### src/rtl/set_cfg_bank.sv
// Slow-peripheral configuration bank written through the SET chip-select, with optional
// arm-key gating of commits and a slow-access timeout down-counter for the bus controller.
module set_cfg_bank #(
    parameter int              NUM_DEV  = 7,
    parameter int              TO_W     = 4,
    parameter logic [TO_W-1:0] TO_RESET = '1,
    parameter bit              LOCK     = 1'b0,
    parameter int unsigned     ARM_KEY  = 0,
    parameter int              ARM_WIN  = 8
) (
    input  logic                  CLK,
    input  logic                  POR,
    input  logic                  BACT,
    input  logic [NUM_DEV+TO_W:1] A,
    input  logic                  SetCSWR,
    input  logic                  TimerStart,
    input  logic                  TimerAbort,
    output logic [NUM_DEV-1:0]    SlowDev,
    output logic [TO_W-1:0]       SlowTimeout,
    output logic                  CfgUpdate,
    output logic                  Armed,
    output logic                  TimerBusy,
    output logic                  TimerExpire
);
    localparam int A_W  = NUM_DEV + TO_W;
    localparam int AC_W = (ARM_WIN > 1) ? $clog2(ARM_WIN) : 1;
    localparam logic [A_W:1] KEY = A_W'(ARM_KEY);

    typedef enum logic {
        S_IDLE  = 1'b0,
        S_ARMED = 1'b1
    } state_t;

    state_t            state_q, state_d;
    logic [AC_W-1:0]   armcnt_q, armcnt_d;
    logic              wr_q, wr2_q;
    logic [A_W:1]      ar_q;
    logic [NUM_DEV-1:0] slowdev_q, slowdev_d;
    logic [TO_W-1:0]   slowto_q, slowto_d;
    logic              cfgupd_q, cfgupd_d;
    logic [TO_W-1:0]   cnt_q, cnt_d;
    logic              busy_q, busy_d;
    logic              expire_q, expire_d;
    logic              access;
    logic              commit;

    // A long strobe produces exactly one access on its first registered cycle.
    assign access = wr_q && !wr2_q;

    always_comb begin
        state_d  = state_q;
        armcnt_d = armcnt_q;
        commit   = 1'b0;
        if (!LOCK) begin
            commit = access;
        end else begin
            case (state_q)
                S_IDLE: begin
                    if (access && ar_q == KEY) begin
                        state_d  = S_ARMED;
                        armcnt_d = AC_W'(ARM_WIN - 1);
                    end
                end
                S_ARMED: begin
                    if (access) begin
                        commit  = 1'b1;
                        state_d = S_IDLE;
                    end else if (armcnt_q == '0) begin
                        state_d = S_IDLE;
                    end else begin
                        armcnt_d = armcnt_q - 1'b1;
                    end
                end
            endcase
        end
    end

    always_comb begin
        slowdev_d = slowdev_q;
        slowto_d  = slowto_q;
        cfgupd_d  = commit;
        if (commit) begin
            slowdev_d = ar_q[NUM_DEV:1];
            slowto_d  = ar_q[A_W:NUM_DEV+1];
        end
    end

    // Abort beats Start beats expiry; Start reloads from the previously committed timeout.
    always_comb begin
        cnt_d    = cnt_q;
        busy_d   = busy_q;
        expire_d = 1'b0;
        if (TimerAbort) begin
            busy_d = 1'b0;
        end else if (TimerStart) begin
            cnt_d  = slowto_q;
            busy_d = 1'b1;
        end else if (busy_q && cnt_q == '0) begin
            busy_d   = 1'b0;
            expire_d = 1'b1;
        end else if (busy_q) begin
            cnt_d = cnt_q - 1'b1;
        end
    end

    always_ff @(posedge CLK) begin
        if (POR) begin
            wr_q      <= 1'b0;
            wr2_q     <= 1'b0;
            state_q   <= S_IDLE;
            armcnt_q  <= '0;
            slowdev_q <= '0;
            slowto_q  <= TO_RESET;
            cfgupd_q  <= 1'b0;
            cnt_q     <= '0;
            busy_q    <= 1'b0;
            expire_q  <= 1'b0;
        end else begin
            wr_q      <= BACT && SetCSWR;
            wr2_q     <= wr_q;
            state_q   <= state_d;
            armcnt_q  <= armcnt_d;
            slowdev_q <= slowdev_d;
            slowto_q  <= slowto_d;
            cfgupd_q  <= cfgupd_d;
            cnt_q     <= cnt_d;
            busy_q    <= busy_d;
            expire_q  <= expire_d;
        end
    end

    always_ff @(posedge CLK) begin
        if (BACT && SetCSWR) begin
            ar_q <= A;
        end
    end

    assign SlowDev     = slowdev_q;
    assign SlowTimeout = slowto_q;
    assign CfgUpdate   = cfgupd_q;
    assign Armed       = (state_q == S_ARMED);
    assign TimerBusy   = busy_q;
    assign TimerExpire = expire_q;

endmodule

### config.mk
export PLATFORM = sky130hd
export DESIGN_NAME = set_cfg_bank
export DESIGN_NICKNAME = d
export VERILOG_FILES = /design/src/rtl/set_cfg_bank.sv
export SDC_FILE = /design/constraint.sdc
export NUM_CORES = 1
export LEC_CHECK = 0
export CAP_MARGIN = 30
export CORE_ASPECT_RATIO = 1.2
export CORE_MARGIN = 2
export CORE_UTILIZATION = 50
export DETAILED_ROUTE_END_ITERATION = 8
export MAX_ROUTING_LAYER = met4
export PLACE_DENSITY_LB_ADDON = 0.05
export SYNTH_ARGS = -nofsm -noshare
export SYNTH_HDL_FRONTEND = slang
export SYNTH_SLANG_ARGS = --single-unit
### constraint.sdc
create_clock -name CLK -period 3.5 [get_ports CLK]
set_input_delay 0.35 -clock CLK [delete_from_list [all_inputs] [get_ports CLK]]
set_output_delay 0.35 -clock CLK [all_outputs]
set_load 0.01 [all_outputs]
==> results.ini, run 1 <==
[outcome]
status=finished, final reports clean

[logic_synthesis]
synth_xor_area_frac=0
ys_types=32
ys_seq_area_frac=0.606
synthSimpleGateAreaFrac=0.222
synth_cells=114
synthesis.area_um2=1210
synth_top_family_by_area=simple AND/OR/NAND/NOR gates
yosysWarnings=0
syn_avg_cell_area_um2=10.6
synth_mux_area_frac=0
synth_seq_cells=31
synth_fa_ha_area_frac=0.0207
synth-compound-area-share=0.107
syn_nets=133

[layout]
finish.utilization=0.692
layout.nets=164
syn_to_final_growth_pct=30.9
final_design_area_no_fill_um2=1580
layout_common_cells=clkdlybuf4s50_1 (30), nand2_1 (26), dfxtp_1 (20)
layout-drive-gt1-share=0.0822
fill_cells=198
layout_commonest_cell=clkdlybuf4s50_1
antenna_cells=0

[global_routing]
antenna_found_initial=0
grt_max_degree=22
grt_pass1_vias=830
grt_pass1_wl_mm=3.51
grt_usage=0.172
grt_remaining_overflow=0

[placement]
place_ws_ns=1.61
dp_hpwl_mm=1.55
placed_area_um2=1510
portBuffers=30
gp_congestion=0.745

[drt]
wire_per_inst_um=12.3
viasPerCell=5.20
finalWirelength_mm=2.17
drt_iter0_markers=12
first_pass_iters=4
via_count=921
drc=0
ant_nets=0

[critical_path]
criticalPathCategory=flop to output port
crit_buf_inv=1
timing.rr.end=cnt_q[0]
cp-start-kind=flop
cp_max_fo=7
cp_data_required_time_ns=3.15
cp_slowest_cell=clkdlybuf4s50_1
crit_chain=clkdlybuf4s50_1
ff2ff_setup_slack_ns=2.05
critPathTopFamily=buffers and inverters
end_kind=output port
path_depth=1
r2r-start=cnt_q[0]
arrival_ns=1.34
r2r_cells=6
slowest_delay_ns=0.58

[cts]
clk_pin_slew_ns=0.09
cts_hold_buf=0
cts_buffer_depth=2
root_buffer=clkbuf_4
cts_tree=built
cts_num_sinks=31
insertion_delay_ns=0.32
cts_resized=0
h-tree-depth=2
cts-buffers-inserted=5
cts_setup_buffers=0

[timing]
setup_ws_ns=1.81
fin_hold_ws_ns=0.451
post-route-min-period_ns=1.69
worstMarginPinSlew_ns=0.731
maxSlewViolCount=0
finalHoldViolCount=0
finalSetupViolCount=0
fmax_mhz=592
fin_worst_skew_ns=0.00538
rsz0062_at_grt=no
max_slew_margin=0.512
fin_crit_sh=0.482
finalSetupTns_ns=0

[power_and_ir_drop]
power_density_nw_per_um2=452
p_leak_nw=0.581
vdd_drop_max_v=0.000355

[hold_path]
hold_end=CfgUpdate
min_path_cells=1
min-delay-start=wr2_q
hp-class=flop to flop

[floorplanning]
rows=19
start_util=0.529
die_w_um=48.8
die_y_um=57.8
boundaryPins=32
dieArea_um2=2820
coreArea_um2=2280

[job]
cap_violations=0

sequential cells by signal (all words and copies together), names as in the netlist:
| register | flops |
|---|---|
| CfgUpdate | 1 |
| SlowDev | 7 |
| SlowTimeout | 4 |
| TimerBusy | 1 |
| TimerExpire | 1 |
| ar_q | 11 |
| cnt_q | 4 |
| wr2_q | 1 |
| wr_q | 1 |
layer usage:
metal  vias to the layer above  wire, um  global-route usage
met4                         0        41              0.0980
met3                         6       117              0.0567
met1                       440       866               0.171
met2                        26      1150               0.295
li1                        449         -                   -
met5                         -         0                   -
cell families after synthesis:
| kind of cell | Yosys count |
|---|---|
| other cells | 1 |
| compound gates | 22 |
| buf+inv | 10 |
| simple gates | 48 |
| flops | 31 |
| fa+ha+maj | 2 |
cell type report:
cell class              instances  area [um2]  share of cell area
well taps                      31        38.8              0.0246
inverters                       4        15.0             0.00951
multi-input cells              73         425               0.269
repair buffers                 30         300               0.190
clock buffers                   8        68.8              0.0436
flip-flops and latches         31         731               0.463
how the worst max path moves through the flow:
stage	start	to
6_report	TimerBusy	TimerBusy
2_1_floorplan	cnt_q[0]	cnt_q[0]
3_3_place_gp	TimerStart	cnt_q[2]
3_5_place_dp	TimerStart	cnt_q[2]
4_1_cts	TimerBusy	TimerBusy
5_1_grt	TimerBusy	TimerBusy
report_power, final:
| part | switching, mW | internal (mW) | total, mW |
|---|---|---|---|
| Combinational | 0.0359 | 0.0445 | 0.0805 |
| Clock | 0.109 | 0.118 | 0.228 |
| Sequential | 0.0123 | 0.393 | 0.405 |
| Total | 0.158 | 0.556 | 0.713 |
synthesized netlist by cell type (all sizes together):
master,n,area (um2)
a311oi,1,8.76
nand2b,2,12.5
inv,4,15.0
and4bb,2,25.0
conb,1,3.75
or3,1,6.26
o31ai,1,7.51
and2,1,6.26
ha,2,25.0
edfxtp,11,330
nor2,3,13.8
or2b,1,7.51
a22oi,1,7.51
dfxtp,20,400
a31oi,1,6.26
nor2b,4,25.0
buf,4,27.5
clkbuf,2,7.51
a21oi,12,60.1
nor4b,3,38.8
o21ai,4,20.0
nand3b,4,30.0
o21bai,1,11.3
a211oi,1,7.51
nor3,1,5.00
nand2,26,97.6
per-stage QoR:
step	instances	power, mW
after floorplan	114	0.455
after global placement	169	0.491
after detailed placement	169	0.494
after CTS	177	0.722
after global routing	177	0.749
final	177	0.713
Power figures use the tool's default switching activity.
==> inputs of run 2 (changes only) <==
CORE_UTILIZATION = 47   (was 50)
clock period = 1.62 ns   (was 3.5 ns; I/O delays follow)
==> run 2 against run 1 <==
Sequential power up 120%; die area is 5.9% higher; core utilization fell by 2.8 points; critical endpoint unchanged; wire length grew 1.1%; critical path depth unchanged; cell count up 4.5%; clock skew up 0.0079 ns; global-route usage is 1.3 points higher; largest cell class unchanged; sequential share of layout area shrank 1.8 points.
==> results.ini, run 2 (synthesized netlist as in run 1, its figures left out) <==
[cts]
cts_buffer_depth=2  ; unchanged
cts-buffers-inserted=5  ; unchanged
cts_setup_buffers=0  ; unchanged
cts_hold_buf=0  ; unchanged
cts_resized=0  ; unchanged
clk_pin_slew_ns=0.10  ; about the same
cts_tree=built
h-tree-depth=2  ; unchanged
cts_num_sinks=31  ; unchanged
insertion_delay_ns=0.33  ; about the same
root_buffer=clkbuf_4

[timing]
maxSlewViolCount=0  ; unchanged
finalSetupViolCount=0  ; unchanged
finalHoldViolCount=0  ; unchanged
finalSetupTns_ns=0  ; unchanged
post-route-min-period_ns=1.53
rsz0062_at_grt=no
fmax_mhz=655
fin_crit_sh=0.942
fin_worst_skew_ns=0.0132  ; +0.00785 ns

[global_routing]
grt_usage=0.185  ; +0.0131
grt_max_degree=13  ; -41%
grt_remaining_overflow=0  ; unchanged
antenna_found_initial=0  ; unchanged
grt_pass1_vias=895  ; +7.8%
grt_pass1_wl_mm=3.87  ; +10%

[placement]
gp_congestion=0.733  ; -1.6%
dp.cells=177  ; +4.7%
portBuffers=30  ; unchanged
dp_hpwl_mm=1.57  ; +1.2%

[critical_path]
slowest_delay_ns=0.58  ; about the same
cp_max_fo=7  ; unchanged
end_kind=output port
r2r_cells=6  ; unchanged
timing.rr.end=cnt_q[0]
crit_chain=clkdlybuf4s50_1
r2r-start=cnt_q[0]
cp-start-kind=flop
arrival_ns=1.36  ; +0.02 ns
cp_data_required_time_ns=1.46  ; -1.69 ns
cp_slowest_cell=clkdlybuf4s50_1
critPathTopFamily=buffers and inverters
ff2ff_setup_slack_ns=0.20  ; -1.85 ns
criticalPathCategory=flop to output port
crit_buf_inv=1  ; unchanged

[floorplanning]
dieArea_um2=2990  ; +5.9%
coreArea_um2=2480  ; +8.6%
boundaryPins=32  ; unchanged
die_y_um=59.5  ; +2.9%
die_w_um=50.2  ; +2.9%
start_util=0.487  ; -0.0416
rows=20  ; +1

[power_and_ir_drop]
power_density_nw_per_um2=1020  ; +130%
vdd_drop_max_v=0.000816  ; +130%
p_leak_nw=0.621  ; +6.8%

[layout]
largest_reg_flops=11  ; unchanged
top_register=ar_q
layout_commonest_cell=clkdlybuf4s50_1
layout-drive-gt1-share=0.125  ; +0.0428
antenna_cells=0  ; unchanged
syn_to_final_growth_pct=36.3
layout_common_cells=clkdlybuf4s50_1 (30), nand2_1 (26), dfxtp_1 (20)
layout.nets=170  ; +3.7%
stdcell_count=185  ; +4.5%

[hold_path]
hp-class=input pin to flop
min_path_cells=1  ; unchanged
min-delay-start=A[8]
hold_end=ar_q[8]

[drt]
drt_iter0_markers=8  ; -4
via_count=940  ; +2.1%
wire_per_inst_um=11.9  ; -3.3%
viasPerCell=5.08  ; -2.4%
drc=0  ; unchanged
ant_nets=0  ; unchanged
first_pass_iters=4  ; unchanged
finalWirelength_mm=2.20  ; +1.1%

[job]
cap_violations=0  ; unchanged

[outcome]
status=finished, final reports clean

[run 2: power by group]
part	total, mW	internal, mW	leakage, nW	switching (mW)
Combinational	0.185	0.105	0.306	0.0796
Sequential	0.875	0.849	0.267	0.0257
Clock	0.620	0.364	0.0482	0.256
[run 2: through the flow]
step / instance area, um2 / hold slack (ns) / worst slack, ns / total power, mW / util
2_1_floorplan: 1210 / 0.235 / 0.334 / 0.983 / -
3_3_place_gp: 1560 / 0.428 / 0.0700 / 1.07 / 0.629
3_5_place_dp: 1560 / 0.443 / -0.000901 / 1.08 / 0.629
4_1_cts: 1640 / 0.369 / 0.0682 / 1.70 / 0.664
5_1_grt: 1640 / 0.369 / 0.0326 / 1.76 / 0.664
6_report: 1640 / 0.388 / 0.0934 / 1.68 / 0.664
[run 2: worst max path at each step]
stage	slack [ns]	start	cells after the start	end
6_report	0.09	TimerBusy	1	TimerBusy
5_1_grt	0.03	TimerBusy	1	TimerBusy
4_1_cts	0.07	TimerBusy	1	TimerBusy
3_5_place_dp	-0.0009	TimerStart	5	cnt_q[2]
3_3_place_gp	0.07	TimerStart	5	cnt_q[2]
2_1_floorplan	0.33	cnt_q[0]	6	cnt_q[0]
[run 2: cell type report]
cell class | count | area [um2]
multi-input combinational | 73 | 425
inverter | 4 | 15.0
fill | 201 | 833
tap | 33 | 41.3
clock inverter | 2 | 35.0
clock buffer | 6 | 51.3
timing repair buffer | 36 | 345
sequential | 31 | 731
[run 2: per-layer routing]
| layer | track usage | part of all wire |
|---|---|---|
| met5 | - | 0 |
| met4 | 0.123 | 0.030 |
| met3 | 0.0682 | 0.062 |
| met2 | 0.286 | 0.50 |
| met1 | 0.198 | 0.41 |
